[src/rtl/sata_device_link_rx.sv]
// Device-side SATA link receiver: answers host frames with R_RDY/R_IP/HOLD/R_OK/R_ERR.
// Optional CRC checking enabled by defining SATA_DEV_CRC_CHECK_EN.
module sata_device_link_rx #(
   parameter int          MAX_DWORDS = 2049,
   parameter logic [31:0] CRC_INIT   = 32'h52325032
) (
   input  logic        clk,
   input  logic        rst_n,
   input  logic        phy_rdy,
   input  logic [31:0] rx_data,
   input  logic        rx_charisk,
   output logic [31:0] tx_data,
   output logic        tx_charisk,
   input  logic        fifo_afull,
   output logic [31:0] fis_data,
   output logic        fis_valid,
   output logic        fis_sof,
   output logic        frame_done,
   output logic        frame_good,
   output logic        frame_abort,
   output logic        busy
);
   localparam logic [31:0] P_SYNC  = 32'hB5B5957C;
   localparam logic [31:0] P_X_RDY = 32'h5757B57C;
   localparam logic [31:0] P_R_RDY = 32'h4A4A957C;
   localparam logic [31:0] P_SOF   = 32'h3737B57C;
   localparam logic [31:0] P_EOF   = 32'hD5D5B57C;
   localparam logic [31:0] P_R_IP  = 32'h5555B57C;
   localparam logic [31:0] P_R_OK  = 32'h3535B57C;
   localparam logic [31:0] P_R_ERR = 32'h5656B57C;
   localparam logic [31:0] P_WTRM  = 32'h5858B57C;
   localparam logic [31:0] P_HOLD  = 32'hD5D5AA7C;
   localparam logic [31:0] P_CONT  = 32'h9999AA7C;
   localparam logic [31:0] P_ALIGN = 32'h7B4A4ABC;
   localparam int CW = $clog2(MAX_DWORDS + 1);

   typedef enum logic [2:0] {
      S_IDLE, S_RDY, S_DATA, S_EOFCHK, S_WAITWT, S_RESP
   } state_t;

   state_t      state, next;
   logic [31:0] last_prim, prim, tx_next;
   logic        cont_mode, is_align, is_cont, prim_v, data_v;
   logic        abort, sof_start, push, good_now, good_r;
   logic [31:0] held;
   logic        held_v, overflow, sof_pend;
   logic [CW-1:0] count;

   assign tx_charisk = 1'b1;
   assign busy       = (state != S_IDLE);
   assign frame_done = (state == S_EOFCHK);
   assign frame_good = frame_done && good_now;

   // classify the incoming dword: ALIGN dropped, CONT repeats last primitive
   always_comb begin
      is_align = rx_charisk && (rx_data == P_ALIGN);
      is_cont  = rx_charisk && (rx_data == P_CONT);
      prim_v   = !is_align && (rx_charisk || cont_mode);
      prim     = (rx_charisk && !is_cont) ? rx_data : last_prim;
      data_v   = !rx_charisk && !cont_mode;
   end

   // remember the last real primitive and whether CONT suppression is active
   always_ff @(posedge clk or negedge rst_n) begin
      if (!rst_n) begin
         last_prim <= P_SYNC;
         cont_mode <= 1'b0;
      end else if (!phy_rdy) begin
         cont_mode <= 1'b0;
      end else if (rx_charisk && !is_align) begin
         if (is_cont) begin
            cont_mode <= 1'b1;
         end else begin
            cont_mode <= 1'b0;
            last_prim <= rx_data;
         end
      end
   end

   // state register plus registered primitive/abort outputs
   always_ff @(posedge clk or negedge rst_n) begin
      if (!rst_n) begin
         state       <= S_IDLE;
         tx_data     <= P_SYNC;
         frame_abort <= 1'b0;
      end else begin
         state       <= next;
         tx_data     <= tx_next;
         frame_abort <= abort;
      end
   end

   // next-state decode and the primitive that the entered state sends
   always_comb begin
      next    = state;
      abort   = 1'b0;
      tx_next = P_SYNC;
      if (!phy_rdy) begin
         next  = S_IDLE;
         abort = (state == S_DATA) || (state == S_EOFCHK) ||
                 (state == S_WAITWT);
      end else begin
         case (state)
            S_IDLE:
               if (prim_v && prim == P_X_RDY) next = S_RDY;
            S_RDY:
               if (prim_v && prim == P_SOF) next = S_DATA;
               else if (prim_v && prim == P_SYNC) next = S_IDLE;
            S_DATA:
               if (prim_v && prim == P_EOF) next = S_EOFCHK;
               else if (prim_v && prim == P_SYNC) begin
                  next  = S_IDLE;
                  abort = 1'b1;
               end
            S_EOFCHK: next = S_WAITWT;
            S_WAITWT:
               if (prim_v && prim == P_WTRM) next = S_RESP;
            S_RESP:
               if (prim_v && prim == P_SYNC) next = S_IDLE;
            default: next = S_IDLE;
         endcase
      end
      case (next)
         S_RDY:    tx_next = P_R_RDY;
         S_DATA:   tx_next = fifo_afull ? P_HOLD : P_R_IP;
         S_EOFCHK: tx_next = P_R_IP;
         S_WAITWT: tx_next = P_R_IP;
         S_RESP:   tx_next = good_r ? P_R_OK : P_R_ERR;
         default:  tx_next = P_SYNC;
      endcase
   end

   assign sof_start = phy_rdy && (state == S_RDY) && prim_v &&
                      (prim == P_SOF);
   assign push      = phy_rdy && (state == S_DATA) && data_v;

`ifdef SATA_DEV_CRC_CHECK_EN
   logic [31:0] crc;

   function automatic logic [31:0] crc_step(input logic [31:0] c,
                                            input logic [31:0] d);
      logic [31:0] r;
      r = c;
      for (int i = 31; i >= 0; i--) begin
         if (r[31] ^ d[i]) r = {r[30:0], 1'b0} ^ 32'h04C11DB7;
         else              r = {r[30:0], 1'b0};
      end
      return r;
   endfunction

   // running CRC over every emitted payload dword
   always_ff @(posedge clk or negedge rst_n) begin
      if (!rst_n)
         crc <= CRC_INIT;
      else if (sof_start)
         crc <= CRC_INIT;
      else if (push && held_v && count != CW'(MAX_DWORDS))
         crc <= crc_step(crc, held);
   end

   assign good_now = held_v && !overflow && (held == crc);
`else
   logic [31:0] crc_init_unused;
   assign crc_init_unused = CRC_INIT;
   assign good_now = held_v && !overflow;
`endif

   // one-dword holding pipeline that hides the trailing CRC dword
   always_ff @(posedge clk or negedge rst_n) begin
      if (!rst_n) begin
         held      <= '0;
         held_v    <= 1'b0;
         overflow  <= 1'b0;
         sof_pend  <= 1'b0;
         count     <= '0;
         good_r    <= 1'b0;
         fis_data  <= '0;
         fis_valid <= 1'b0;
         fis_sof   <= 1'b0;
      end else begin
         fis_valid <= 1'b0;
         fis_sof   <= 1'b0;
         if (sof_start) begin
            held_v   <= 1'b0;
            overflow <= 1'b0;
            sof_pend <= 1'b1;
            count    <= '0;
         end else if (push) begin
            if (held_v) begin
               if (count == CW'(MAX_DWORDS)) begin
                  overflow <= 1'b1;
               end else begin
                  fis_valid <= 1'b1;
                  fis_data  <= held;
                  fis_sof   <= sof_pend;
                  sof_pend  <= 1'b0;
                  count     <= count + CW'(1);
               end
            end
            held   <= rx_data;
            held_v <= 1'b1;
         end
         if (state == S_EOFCHK) good_r <= good_now;
      end
   end
endmodule

[config.mk]
export PLATFORM = sky130hd
export DESIGN_NAME = sata_device_link_rx
export DESIGN_NICKNAME = d
export VERILOG_FILES = /design/src/rtl/sata_device_link_rx.sv
export SDC_FILE = /design/constraint.sdc
export NUM_CORES = 1
export LEC_CHECK = 0
export ABC_CLOCK_PERIOD_IN_PS = 3500
export CORE_ASPECT_RATIO = 1.4
export CORE_MARGIN = 1
export CORE_UTILIZATION = 53
export DETAILED_ROUTE_END_ITERATION = 6
export PLACE_DENSITY = 0.91
export SETUP_SLACK_MARGIN = 0.3
export SYNTH_ARGS = -nofsm -noshare
export SYNTH_HDL_FRONTEND = slang
export SYNTH_SLANG_ARGS = --single-unit
[constraint.sdc]
create_clock -name clk -period 3.5 [get_ports clk]
set_input_delay 0.7 -clock clk [delete_from_list [all_inputs] [get_ports clk]]
set_output_delay 0.7 -clock clk [all_outputs]
set_load 0.005 [all_outputs]
==> flow_summary_export.csv, run 1 <==
group,metric,value,unit
logic_synthesis,synth-seq-cells,129,
power_and_ir_drop,leakage,3.94,nW
worst_setup_path,crit_family,"simple AND/OR/NAND/NOR gates",
drt,dr.first_iter.drc_count,395,
timing,report.final.hold_viol_count,0,
clock_tree,cts.sinks,129,
drt,ant_nets,0,
clock_tree,clock_latency,0.42,ns
logic_synthesis,ys.flop_type,"dfrtp_1",
worst_setup_path,r2r_slack,0.24,ns
placement,dpl-instance-area,7300,um2
clock_tree,clock-root-buffer,"clkbuf_16",
power_and_ir_drop,internal_power,3.08,mW
worst_setup_path,path_cells,"nor4bb_1 -> nand4_1 -> nor3_1 -> mux2i_2 -> buf_4 -> nor3_4 -> a21oi_2 -> o21a_2 -> buf_4 -> a31oi_1",
grt,grt_usage,29.9,%
power_and_ir_drop,swShare,21.9,%
drt,drtPass1Iterations,5,
floorplan,rows,45,
power_and_ir_drop,p_clk_share,51.4,%
logic_synthesis,ys_seq_area_share,54.8,%
grt,grt_pass1_wl,26100,um
drt,wire_per_inst,21.4,um
timing,grt_setup_unrepaired,"false",
placement,preCtsSetupSlack,-0.412,ns
timing,post-route-period-util,93.2,%
floorplan,start_util,54.7,%
timing,tns,0,ns
grt,grt_max_degree,49,
worst_setup_path,worstSetupPathType,"reg -> reg",
worst_setup_path,slowest_stage,"nor4bb_1",
timing,skew,0.0110,ns
floorplan,die_y,127,um
final_layout,fin_util,76.2,%
placement,gp_congestion,0.913,
power_and_ir_drop,power_density,476,nW/um2
floorplan,dieArea,11700,um2
worst_setup_path,reg2reg_depth,10,
final_layout,fillers,628,
timing,period_needed,3.26,ns
outcome,outcome,"completed",
placement,placedCellCount,793,
logic_synthesis,synth_warnings,0,
logic_synthesis,synth-async-reset-ratio,100,%
timing,fmax,306,MHz
power_and_ir_drop,switchingPower,0.864,mW
drt,avgViaCountPerCell,6.01,
timing,slew_headroom,46.2,%
grt,antenna_found_initial,2,
placement,portBuffers,96,
grt,gr-total-overflow,0,
power_and_ir_drop,ir_worst_vdd,343,uV
worst_setup_path,end_kind,"register",
floorplan,coreArea,10900,um2
floorplan,chipWidth,91.5,um
clock_tree,cts_buffer_depth,2,
timing,setup_slack,0.237,ns
logic_synthesis,syn_inst,533,
worst_setup_path,cp-start-kind,"register",
floorplan,io_pins,108,
final_layout,final_design_area_no_fill,8280,um2
drt,vias,5040,
power_and_ir_drop,p_seq_share,41.2,%
timing,tightest_slew,0.796,ns
worst_setup_path,slowest_delay,0.71,ns
final_layout,final_cells,839,
worst_setup_path,path_buf_inv,2,
logic_synthesis,synth_area_per_cell,11.2,um2
hold_path,worstHoldPathType,"in -> async",
final_layout,mostFrequentLayoutCell,"nand2_1",
logic_synthesis,synthDistinctLibCells,63,
final_layout,area_growth,39.3,%
worst_setup_path,crit_required,3.82,ns
timing,slew_viol_final,0,
placement,detailed_place_hpwl,10600,um
worst_setup_path,worstPathMaxFanout,3,
final_layout,drive_above_1_share,33.0,%
clock_tree,htree_num_levels,4,
worst_setup_path,reg2reg_from,"last_prim[29]$_DFFE_PN1P_",
worst_setup_path,path_common_cell,"buf_4",
timing,finalSetupViolCount,0,
grt,grt_pass1_vias,5095,
logic_synthesis,synth_area,5950,um2
clock_tree,path_clk_slew,0.06,ns
power_and_ir_drop,power_frac_comb,7.4,%
final_layout,mostFrequentLayoutCells,"118 x nand2_1, 105 x dfrtp_1, 68 x clkdlybuf4s50_1, 64 x mux2_2, 61 x buf_4",
worst_setup_path,worstPathArrival,3.58,ns
logic_synthesis,synth_enable_flop_cells,0,
drt,remaining_drc_errors,0,
clock_tree,cts_tree,"yes",
worst_setup_path,r2r_end,"tx_data[30]$_DFF_PN0_",
clock_tree,cts_inserted_buffers,17,
drt,wirelength,17900,um
clock_tree,hold_buffers,0,
job,max_cap_violations,0,
final_layout,nets,722,
## worst register-to-register path, cell delays in order, from the launching register on
cell      delay (ns)
dfstp_2         0.56
nor4bb_1        0.71
nand4_1         0.26
nor3_1          0.39
mux2i_2         0.13
buf_4           0.16
nor3_4          0.25
a21oi_2         0.11
o21a_2          0.26
buf_4           0.14
a31oi_1         0.18
## how the worst max path moves through the flow
stage,from,end,slack (ns),depth (start not counted)
after floorplan,rx_data[17],tx_data[29]$_DFF_PN1_,0.30,11
after global placement,rx_data[16],tx_data[29]$_DFF_PN1_,-0.32,11
after detailed placement,rx_data[16],tx_data[29]$_DFF_PN1_,-0.41,11
after CTS,rx_data[11],tx_data[29]$_DFF_PN1_,0.30,11
after global routing,rx_data[25],tx_data[23]$_DFF_PN1_,0.23,11
final,last_prim[29]$_DFFE_PN1P_,tx_data[30]$_DFF_PN0_,0.24,10
## flip-flops by register name, indices dropped and copies added (netlist names), 3 cells and up
| signal | cells |
|---|---|
| count | 12 |
| fis_data | 32 |
| held | 32 |
| last_prim | 32 |
| state | 3 |
| tx_data | 10 |
## per-stage QoR
step / total power, mW / hold slack (ns)
6_report: 3.94 / 0.287
5_1_grt: 4.04 / 0.336
4_1_cts: 3.93 / 0.308
3_5_place_dp: 1.90 / 0.457
3_3_place_gp: 1.89 / 0.454
2_1_floorplan: 1.75 / 0.404
## cell families (layout without fill, tap and decap cells)
group | after synthesis | after routing | share of synthesized area, %
AOI/OAI and AO/OA | 43 | 43 | 5.32
xor gates and xnor gates | 7 | 7 | 1.03
adders and majority gates | 2 | 2 | 0.421
buffers and inverters | 48 | 202 | 4.97
DFF | 129 | 129 | 54.8
muxes | 70 | 70 | 13.2
other | 2 | 13 | 0.126
and+or+nand+nor | 232 | 232 | 20.1
## cell type report
type	instances	area, um2	share of cell area [%]
flip-flops and latches	129	3260	39.3
well taps	141	176	2.13
inverters	5	18.8	0.227
clock buffers	20	447	5.39
multi-input cells	365	2600	31.4
repair buffers	165	1550	18.7
clock inverters	12	230	2.78
diodes	2	5.00	0.0604
## layer usage
metal	vias to the layer above	global-route usage (%)	share of wire, %
li1	2131	-	-
met1	2540	32.5	35
met2	284	53.3	53
met3	85	6.79	5.9
met4	0	17.2	5.3
met5	-	0	0
## Yosys cell counts, types with 2 or more instances
| master | count | area, um2 |
|---|---|---|
| nor4bb_1 | 7 | 70.1 |
| nor3_1 | 6 | 30.0 |
| conb_1 | 2 | 7.51 |
| nand3_1 | 7 | 35.0 |
| buf_2 | 2 | 10.0 |
| nand4bb_1 | 3 | 33.8 |
| nor4b_1 | 9 | 78.8 |
| dfstp_2 | 24 | 631 |
| buf_4 | 23 | 173 |
| nand4_1 | 12 | 75.1 |
| ha_1 | 2 | 25.0 |
| clkbuf_1 | 11 | 41.3 |
| xor2_1 | 7 | 61.3 |
| nor3b_1 | 3 | 22.5 |
| nor2_1 | 31 | 116 |
| buf_1 | 3 | 11.3 |
| o21ai_0 | 11 | 55.1 |
| o31a_1 | 2 | 17.5 |
| and2_1 | 2 | 12.5 |
| mux2i_1 | 5 | 50.1 |
| nand2b_1 | 4 | 25.0 |
| a21oi_1 | 8 | 40.0 |
| a21boi_0 | 3 | 22.5 |
| nor4_1 | 2 | 12.5 |
| a31oi_1 | 2 | 12.5 |
| o21a_1 | 3 | 22.5 |
| a211oi_1 | 2 | 15.0 |
| mux2_2 | 64 | 721 |
| o211a_1 | 2 | 20.0 |
| nor3_4 | 2 | 32.5 |
| buf_6 | 2 | 22.5 |
| inv_1 | 4 | 15.0 |
| dfrtp_1 | 105 | 2630 |
| nand4b_1 | 2 | 17.5 |
| and4b_1 | 2 | 20.0 |
| a31o_2 | 2 | 17.5 |
| or3_1 | 5 | 31.3 |
| and4bb_2 | 2 | 25.0 |
| and3_1 | 4 | 25.0 |
| nand2_1 | 118 | 443 |
## power groups by stage
stage	Sequential [mW]	Combinational (mW)	Clock [mW]
2_1_floorplan	1.62	0.126	0
3_5_place_dp	1.64	0.262	0
6_report	1.63	0.292	2.03
3_3_place_gp	1.64	0.255	0
5_1_grt	1.63	0.311	2.10
4_1_cts	1.62	0.273	2.04
## repair_timing
action / 4_1_cts / 5_1_grt
pin swaps: 6 / 22
resized for setup: 31 / 45
endpoints found under the setup margin: 20 / 22
cloned: 1 / 0
buffers inserted: 4 / 7
Power figures use the tool's default switching activity.
==> run 2, diff against run 1 <==
PLACE_DENSITY = unset   (was 0.91)
PLACE_DENSITY_LB_ADDON = 0.12   (was unset)
==> flow_summary_export.csv, run 2 (synthesis results as in run 1) <==
group,metric,value,unit
worst_setup_path,worstPathMaxFanout,4,
floorplan,io_pins,108,
drt,drtPass1Iterations,4,
clock_tree,cts.sinks,129,
drt,remaining_drc_errors,0,
drt,vias,4498,
job,max_cap_violations,0,
clock_tree,cts_tree,"yes",
floorplan,chipWidth,91.5,um
floorplan,dieArea,11700,um2
clock_tree,path_clk_slew,0.06,ns
final_layout,fin_util,74.3,%
grt,antenna_found_initial,0,
worst_setup_path,reg2reg_depth,10,
timing,period_needed,3.16,ns
floorplan,start_util,54.7,%
placement,dpl-instance-area,7270,um2
placement,placedCellCount,790,
timing,fmax,317,MHz
clock_tree,clock-root-buffer,"clkbuf_16",
power_and_ir_drop,p_clk_share,49.7,%
grt,grt_usage,26.5,%
timing,post-route-period-util,90.2,%
worst_setup_path,r2r_end,"tx_data[29]$_DFF_PN1_",
timing,slew_headroom,63.6,%
power_and_ir_drop,internal_power,2.88,mW
power_and_ir_drop,p_seq_share,43.1,%
clock_tree,hold_buffers,0,
final_layout,nets,712,
final_layout,mostFrequentLayoutCell,"nand2_1",
drt,avgViaCountPerCell,5.44,
final_layout,drive_above_1_share,31.8,%
timing,grt_setup_unrepaired,"true",
outcome,outcome,"completed",
timing,skew,0.00983,ns
hold_path,worstHoldPathType,"in -> async",
clock_tree,clock_latency,0.41,ns
worst_setup_path,worstSetupPathType,"in -> reg",
final_layout,mostFrequentLayoutCells,"118 x nand2_1, 105 x dfrtp_1, 71 x clkdlybuf4s50_1, 64 x mux2_2, 54 x buf_4",
clock_tree,cts_buffer_depth,2,
final_layout,area_growth,35.7,%
placement,portBuffers,96,
power_and_ir_drop,power,3.74,mW
timing,setup_slack,0.345,ns
grt,grt_max_degree,45,
power_and_ir_drop,switchingPower,0.861,mW
power_and_ir_drop,ir_worst_vdd,346,uV
timing,slew_viol_final,0,
clock_tree,cts_inserted_buffers,17,
floorplan,coreArea,10900,um2
worst_setup_path,r2r_slack,0.95,ns
grt,grt_pass1_vias,4696,
worst_setup_path,worstPathArrival,3.49,ns
final_layout,reg.largest.list,"fis_data (32), held (32), last_prim (32)",
power_and_ir_drop,leakage,3.84,nW
final_layout,final_cells,827,
power_and_ir_drop,power_density,464,nW/um2
placement,gp_congestion,0.853,
final_layout,final_design_area_no_fill,8070,um2
timing,holdWs,0.267,ns
worst_setup_path,crit_required,3.84,ns
worst_setup_path,endpoint,"tx_data[23]$_DFF_PN1_",
final_layout,antenna_cells,0,
worst_setup_path,end_kind,"register",
drt,dr.first_iter.drc_count,183,
placement,preCtsSetupSlack,-0.334,ns
power_and_ir_drop,power_frac_comb,7.1,%
drt,ant_nets,0,
floorplan,die_y,127,um
timing,tightest_slew,0.547,ns
drt,wire_per_inst,17.7,um
grt,gr-total-overflow,0,
timing,finalSetupViolCount,0,
worst_setup_path,cp-startpoint,"rx_data[25]",
clock_tree,htree_num_levels,4,
timing,tns,0,ns
worst_setup_path,cp-start-kind,"input port",
timing,report.final.hold_viol_count,0,
floorplan,rows,45,
placement,detailed_place_hpwl,10100,um
grt,grt_pass1_wl,23400,um
power_and_ir_drop,swShare,23.0,%
drt,wirelength,14700,um
worst_setup_path,reg2reg_from,"last_prim[26]$_DFFE_PN1P_",
==> run 2: power groups by stage <==
stage / clock (mW) / combinational (mW) / sequential [mW]
2_1_floorplan: 0 / 0.126 / 1.62
3_3_place_gp: 0 / 0.254 / 1.64
3_5_place_dp: 0 / 0.260 / 1.64
4_1_cts: 1.88 / 0.263 / 1.62
5_1_grt: 1.94 / 0.290 / 1.62
6_report: 1.86 / 0.267 / 1.62
==> run 2: what timing repair did <==
| action | 4_1_cts | 5_1_grt |
|---|---|---|
| pin swaps | 10 | 13 |
| endpoints found under the setup margin | 19 | 22 |
| resized for setup | 27 | 30 |
| setup buffers | 1 | 4 |
==> run 2: worst min-delay path by stage <==
stage | startpoint | end | slack [ns] | cells past startpoint
3_5_place_dp | held[3]$_DFFE_PN0P_ | held[3]$_DFFE_PN0P_ | 0.46 | 2
3_3_place_gp | held[22]$_DFFE_PN0P_ | held[22]$_DFFE_PN0P_ | 0.45 | 2
6_report | rst_n | held[26]$_DFFE_PN0P_ | 0.27 | 1
2_1_floorplan | rst_n | cont_mode$_DFFE_PN0P_ | 0.40 | 0
4_1_cts | rst_n | held[26]$_DFFE_PN0P_ | 0.29 | 1
5_1_grt | rst_n | held[26]$_DFFE_PN0P_ | 0.31 | 1
==> run 2: layer usage <==
metal,global-route usage (%),wire [um]
met4,11.7,466
met3,5.60,502
met2,49.1,8270
met5,0,0
met1,28.8,5430
==> run 2: final cells by class <==
type,count,area [um2]
flip-flops and latches,129,3260
fillers,740,2800
multi-input cells,365,2560
repair buffers,155,1430
clock buffers,19,453
well taps,141,176
clock inverters,13,171
inverters,5,18.8
==> run 2: worst max-delay path: stages <==
cell	delay (ns)
buf_6	0.10
or3b_1	0.36
or4_4	0.57
o31ai_4	0.31
buf_6	0.15
nand4b_1	0.15
a2111oi_4	0.38
o32a_1	0.26
o211a_4	0.21
a21oi_4	0.07
or2_1	0.23
==> run 3, diff against run 2 <==
CORE_UTILIZATION = 45   (was 53)
==> flow_summary_export.csv, run 3 (synthesis results as in run 1) <==
group,metric,value,unit
power_and_ir_drop,leakage,3.74,nW
clock_tree,cts.sinks,129,
outcome,outcome,"completed",
drt,remaining_drc_errors,0,
placement,gp_congestion,0.868,
final_layout,final_design_area_no_fill,8050,um2
worst_setup_path,path_cells,"clkdlybuf4s50_1 -> and4bb_2 -> nand3_2 -> o31ai_4 -> buf_6 -> buf_12 -> or4b_4 -> a2111oi_4 -> o32a_1 -> o211a_4 -> a21oi_4 -> a31o_2",
drt,wire_per_inst,16.9,um
clock_tree,cts_inserted_buffers,17,
power_and_ir_drop,power_density,456,nW/um2
grt,grt_pass1_wl,23600,um
worst_setup_path,slowest_stage,"or4b_4",
timing,finalSetupViolCount,0,
power_and_ir_drop,ir_worst_vdd,276,uV
clock_tree,clock-root-buffer,"clkbuf_16",
grt,grt_pass1_vias,4587,
job,max_cap_violations,0,
clock_tree,clock_latency,0.42,ns
floorplan,start_util,46.2,%
clock_tree,cts_buffer_depth,2,
timing,slew_viol_final,0,
timing,fmax,318,MHz
timing,report.final.hold_viol_count,0,
placement,dpl-instance-area,7300,um2
hold_path,worstHoldPathType,"in -> async",
grt,grt_usage,22.4,%
drt,dr.first_iter.drc_count,175,
drt,vias,4392,
floorplan,chipWidth,99.1,um
placement,portBuffers,96,
worst_setup_path,crit_required,3.84,ns
drt,drtPass1Iterations,4,
worst_setup_path,cp-start-kind,"input port",
timing,period_needed,3.14,ns
clock_tree,cts_tree,"yes",
placement,detailed_place_hpwl,10300,um
timing,setup_slack,0.359,ns
final_layout,area_growth,35.4,%
grt,antenna_found_initial,2,
floorplan,die_y,138,um
final_layout,mostFrequentLayoutCells,"118 x nand2_1, 105 x dfrtp_1, 74 x clkdlybuf4s50_1, 64 x mux2_2, 52 x buf_4",
timing,holdWs,0.369,ns
drt,wirelength,14100,um
worst_setup_path,slowest_delay,0.53,ns
grt,grt_max_degree,64,
final_layout,mostFrequentLayoutCell,"nand2_1",
timing,skew,0.0147,ns
floorplan,coreArea,12900,um2
placement,preCtsSetupSlack,-0.367,ns
final_layout,drive_above_1_share,31.3,%
drt,avgViaCountPerCell,5.23,
timing,tns,0,ns
final_layout,fin_util,62.5,%
drt,ant_nets,0,
timing,tightest_slew,0.789,ns
timing,slew_headroom,47.4,%
clock_tree,hold_buffers,0,
clock_tree,htree_num_levels,4,
floorplan,dieArea,13700,um2
final_layout,fillers,1055,
floorplan,io_pins,108,
worst_setup_path,worstPathMaxFanout,5,
grt,gr-total-overflow,0,
clock_tree,path_clk_slew,0.06,ns
timing,grt_setup_unrepaired,"false",
final_layout,nets,710,
worst_setup_path,end_kind,"register",
timing,post-route-period-util,89.8,%
floorplan,rows,49,
final_layout,reg.largest.list,"fis_data (32), held (32), last_prim (32)",
worst_setup_path,worstSetupPathType,"in -> reg",
worst_setup_path,worstPathArrival,3.48,ns
run 3: changes by cell type in the layout (fill, tap and decap cells not counted), moves of 3 or more:
cell and delta:
clkdlybuf4s50_1 +3, dlymetal6s2s_1 -7, buf_12 +3, buf_6 -5
run 3: worst paths after layout:
check                                         start                        to  slack, ns  cells after the start
hold / removal                                rst_n  fis_data[24]$_DFFE_PN0P_       0.37                      1
setup / recovery                         rx_data[8]     tx_data[29]$_DFF_PN1_       0.36                     12
setup reg to reg           last_prim[2]$_DFFE_PN1P_     tx_data[30]$_DFF_PN0_       0.90                      9
hold reg to reg                held[27]$_DFFE_PN0P_      held[27]$_DFFE_PN0P_       0.47                      2
max in group asynchronous                     rst_n  last_prim[8]$_DFFE_PN1P_       2.27                      2
min in group clk               held[27]$_DFFE_PN0P_      held[27]$_DFFE_PN0P_       0.47                      2
run 3: cell type report:
class	instances	area, um2	share of cell area [%]
Timing Repair Buffer	153	1440	17.9
Multi-Input combinational cell	365	2530	31.5
Antenna cell	2	5.00	0.0622
Sequential cell	129	3260	40.5
Clock buffer	19	453	5.63
Clock inverter	13	150	1.87
Tap cell	153	191	2.38
Inverter	5	18.8	0.233
run 3: critical path: cells and delay by family:
kind | cells | cell delay, ns
buffers and inverters | 3 | 0.74
AOI/OAI and AO/OA | 6 | 1.16
and+or+nand+nor | 3 | 0.87
run 3: layer usage:
metal	global-route usage [%]	up-vias	part of all wire, %	wire (um)
met4	8.59	0	1.7	247
met3	4.70	15	3.2	450
met5	0	-	0	0
li1	-	2105	-	-
met1	25.6	2185	40	5680
met2	40.7	87	55	7770
run 3: repair_timing:
item	in CTS	in global routing
gates cloned	1	0
gates resized for setup	32	16
setup buffers	3	1
pin swaps	7	10
setup endpoints to repair	20	7
run 3: where the power goes:
part	switching (mW)	leakage (nW)	total (mW)	internal [mW]
Clock	0.690	0.290	1.79	1.10
Sequential	0.0409	1.69	1.61	1.57
Combinational	0.124	1.76	0.268	0.144
Total	0.855	3.74	3.67	2.82
run 3: per-stage QoR:
step / power, mW / std cells
final: 3.67 / 839
after global routing: 3.80 / 839
after CTS: 3.71 / 836
after detailed placement: 1.90 / 800
after global placement: 1.90 / 800
after floorplan: 1.75 / 542
